`config.mk`:
```
export PLATFORM = sky130hd
export DESIGN_NAME = escalonador_vetores
export DESIGN_NICKNAME = d
export VERILOG_FILES = /design/src/rtl/escalonador_vetores.sv
export SDC_FILE = /design/constraint.sdc
export NUM_CORES = 1
export LEC_CHECK = 0
export ABC_CLOCK_PERIOD_IN_PS = 1700
export BUFFER_PORTS_ARGS = -buffer_cell sky130_fd_sc_hd__buf_2
export CELL_PAD_IN_SITES_DETAIL_PLACEMENT = 1
export CELL_PAD_IN_SITES_GLOBAL_PLACEMENT = 1
export CORE_MARGIN = 2
export CORE_UTILIZATION = 37
export CTS_BUF_LIST = sky130_fd_sc_hd__clkbuf_16
export DETAILED_ROUTE_END_ITERATION = 8
export GPL_TIMING_DRIVEN = 0
export PLACE_DENSITY_LB_ADDON = 0.3
export SKIP_CTS_REPAIR_TIMING = 1
export SYNTH_ARGS = -nofsm -noshare
export SYNTH_HDL_FRONTEND = slang
export SYNTH_SLANG_ARGS = --single-unit
```
`constraint.sdc`:
```
create_clock -name clk -period 1.7 [get_ports clk]
set_input_delay 0.255 -clock clk [delete_from_list [all_inputs] [get_ports clk]]
set_output_delay 0.255 -clock clk [all_outputs]
set_load 0.05 [all_outputs]
```
`src/rtl/escalonador_vetores.sv`:
```
// Two-requester vector-op scheduler: OCIOSO -> EXECUTA -> ENTREGA.
// Define PRIORIDADE_FIXA_EN for fixed priority (requester 0 wins); default is round-robin.
module escalonador_vetores (
  input  logic       clk,
  input  logic       rst_n,
  input  logic       req0,
  input  logic       req1,
  input  logic [2:0] a0,
  input  logic [2:0] b0,
  input  logic [2:0] a1,
  input  logic [2:0] b1,
  input  logic [1:0] op0,
  input  logic [1:0] op1,
  output logic       gnt0,
  output logic       gnt1,
  output logic       valido,
  output logic [5:0] resultado,
  output logic       origem,
  output logic       ocupado
);

  typedef enum logic [1:0] {
    OCIOSO,
    EXECUTA,
    ENTREGA
  } estado_t;

  estado_t estado, prox;

  logic       any;
  logic       pick1;
  logic [2:0] a_q, b_q;
  logic [1:0] op_q;
  logic       src_q;
  logic [5:0] res_c;

  assign any = req0 | req1;

`ifdef PRIORIDADE_FIXA_EN
  assign pick1 = req1 & ~req0;
`else
  logic ultimo;
  // on a tie, grant the index that was not served last
  assign pick1 = req1 & (~req0 | ~ultimo);
`endif

  assign ocupado = (estado != OCIOSO);

  always_comb begin
    prox = estado;
    unique case (estado)
      OCIOSO:  if (any) prox = EXECUTA;
      EXECUTA: prox = ENTREGA;
      ENTREGA: prox = OCIOSO;
      default: prox = OCIOSO;
    endcase
  end

  always_comb begin
    res_c = 6'b000000;
    case (op_q)
      2'b00:   res_c = {3'b000, a_q | b_q};
      2'b01:   res_c = {5'b00000, (|a_q) || (|b_q)};
      2'b10:   res_c = ~{a_q, b_q};
      default: res_c = 6'b000000;
    endcase
  end

  always_ff @(posedge clk or negedge rst_n) begin
    if (!rst_n) estado <= OCIOSO;
    else        estado <= prox;
  end

  always_ff @(posedge clk or negedge rst_n) begin
    if (!rst_n) begin
      a_q       <= 3'b000;
      b_q       <= 3'b000;
      op_q      <= 2'b00;
      src_q     <= 1'b0;
      gnt0      <= 1'b0;
      gnt1      <= 1'b0;
      valido    <= 1'b0;
      resultado <= 6'b000000;
      origem    <= 1'b0;
`ifndef PRIORIDADE_FIXA_EN
      ultimo    <= 1'b1;
`endif
    end else begin
      gnt0   <= 1'b0;
      gnt1   <= 1'b0;
      valido <= 1'b0;
      if (estado == OCIOSO && any) begin
        a_q   <= pick1 ? a1 : a0;
        b_q   <= pick1 ? b1 : b0;
        op_q  <= pick1 ? op1 : op0;
        src_q <= pick1;
        gnt0  <= ~pick1;
        gnt1  <= pick1;
`ifndef PRIORIDADE_FIXA_EN
        ultimo <= pick1;
`endif
      end
      if (estado == EXECUTA) begin
        resultado <= res_c;
        origem    <= src_q;
        valido    <= 1'b1;
      end
    end
  end

endmodule

```
==> metrics.txt <==
Worst setup endpoint ocupado; Crit. End Element output pin; delay-heaviest family, CP buffers and inverters; area share of the largest cell type after synthesis 56.2%; Pleak 0.000627 uW; clock root cell clkbuf_16; Nets 137; Synth Area per Inst 11.5 um^2; Slew @ Worst Pin 0.489 ns; Peak VDD IR 941 uV; outcome complete, no violations; vias in the first global route 796; WP depth 4; CTS tree yes; Worst Slack Setup Final 0.161 ns; maximum fanout along the worst path 10; kind of critical path flip-flop to output pin; wire per inst 14.9 um; # clock sinks 22; syn_nets 101; Via Count 760; endpoints failing hold 0; Max stage delay on crit path 0.39 ns; Pre-antenna DRT Iters 4; relative slew slack 67.4%; Antenna Nets Post-Route 0; Design Area, Final 1220 um^2; leading post-synthesis cells by cell area dfrtp_1 (56%), a221o_1 (8.6%), a21boi_1 (6.4%); crit share post-route 90.5%; most common cell after layout, fill and taps aside buf_2; DIE HEIGHT 54.3 um; final WL 2.17 mm; Placed Cells incl. Taps 141; Startpoint Class flip-flop; reg-to-reg endpoint a_q[2]; Synth area leader dfrtp_1; largest net degree at the start of global routing 23; IO Port Bufs 30; most frequent cells in the layout buf_2 (32), dfrtp_1 (21), nand2_1 (13); placed cell area 1120 um^2; internal reg-to-reg setup slack 0.33 ns; Overflow after GRT 0; Synth Warn # 0; Achievable Freq 650 MHz; fin cells 146; first-pass GRT wire length 3.60 mm; sequential area share after synthesis 59.0%; Synth Cell Area 935 um^2; Post-Place Setup Slack 0.336 ns; Final TNS setup 0 ns; area of all sequential standard cells 552 um^2; Slowest-stage cell, CP dfrtp_1; multi-input logic area 333 um^2; buffers plus inverters on the worst setup path 3; Core ar. 2430 um^2; I/O pin count 31; ant diodes 0; layout cell share with drive strength beyond 1 37.1%; R2R Path Start ultimo; Layout area overhead 30.1%; Synth Register Bits 22; placer congestion estimate 0.699; clk_lat worst skew 0.25 ns; Reg2Reg Depth 4; minimum clock period 1.54 ns; DRC 0; count of unique library cells instantiated by Yosys 23; number of H-tree levels 1; clk_skew 0.00172 ns; Vias/cell 5.21; endpoints failing setup 0; CP cell instances nor2_2 -> clkbuf_4 -> inv_1 -> buf_2; CTS clk-pin slew, worst paths 0.06 ns; Die Wd 54.3 um; CTS max path bufs 2; # rows 18; Min-Delay Path Class input port to flip-flop; Num CTS Buffers 3; Initial DRC Count 11; cells after synthesis 81; Die ar. 2940 um^2; Worst Path Arrival 1.28 ns; total track usage 17.3%; P per Cell Area 2250 nW/um^2; worst setup path startpoint estado[0]; Final Max Tran Viols 0; Final Util 50.0%; hpwl dp 1.61 mm; Initial Utilization 38.4%; Filler cells 284; initial antenna violation count 0; Max Cap Viol 0; critical path required time 1.44 ns; RSZ-0062 raised after global routing no
[power breakdown]
| group | internal, uW | switching (uW) |
|---|---|---|
| Sequential | 785 | 175 |
| Clock | 313 | 180 |
| Combinational | 439 | 845 |
[layout make-up]
cell class                      instances  share of cell area, %
Buffer                                  5                   3.29
Clock inverter                          1                  0.309
Multi-Input combinational cell         50                   27.4
Sequential cell                        22                   45.4
Timing Repair Buffer                   31                   13.2
Tap cell                               30                   3.09
Inverter                                4                   1.23
Clock buffer                            3                   6.17
[stage by stage]
step           total power (uW)  hold slack, ns
2_1_floorplan              1910         -0.0406
3_3_place_gp               2190           0.234
3_5_place_dp               2250           0.251
4_1_cts                    2760         -0.0152
5_1_grt                    2940           0.241
6_report                   2740           0.235
[registers in the layout, indices dropped and copies added (netlist names), 2 cells and up]
| register | cells |
|---|---|
| a_q | 3 |
| b_q | 3 |
| estado | 2 |
| op_q | 2 |
| resultado | 6 |
[cell families (layout without fill, tap and decap cells)]
family,Yosys count,in the layout,synth area share (%)
DFF,22,22,59.0
and+or+nand+nor,23,23,12.6
AOI/OAI and AO/OA,27,27,22.8
buffers and inverters,9,44,5.62
[synth_stat cells, drive strengths merged]
cell type  count
and3           2
o21ai          4
nand2b         2
a21oi          2
dfstp          1
a221o          8
nor2           1
a21o           2
or4            1
a21boi         8
nand4b         1
inv            4
or2            1
nand3b         1
nand2         13
nand3          1
buf            5
o311ai         3
dfrtp         21
[how the worst min path moves through the flow]
| stage | start | end | slack (ns) | cells after the start |
|---|---|---|---|---|
| floorplan | rst_n | a_q[0] | -0.04 | 0 |
| global placement | rst_n | origem | 0.23 | 1 |
| detailed placement | rst_n | resultado[1] | 0.25 | 1 |
| CTS | rst_n | resultado[1] | -0.02 | 1 |
| global route | a1[0] | a_q[0] | 0.24 | 2 |
| finish | op0[1] | op_q[1] | 0.24 | 2 |
[per-layer routing]
layer  global-route usage, %  up-vias  share of wire (%)  wire length [um]
met5                       0        -                  0                 0
met4                    8.33        0                1.2                27
met3                    1.09        2                4.4                95
met2                    30.3       26                 51              1120
met1                    21.5      367                 43               929
li1                        -      365                  -                 -
(Power assumes the default switching activity.)
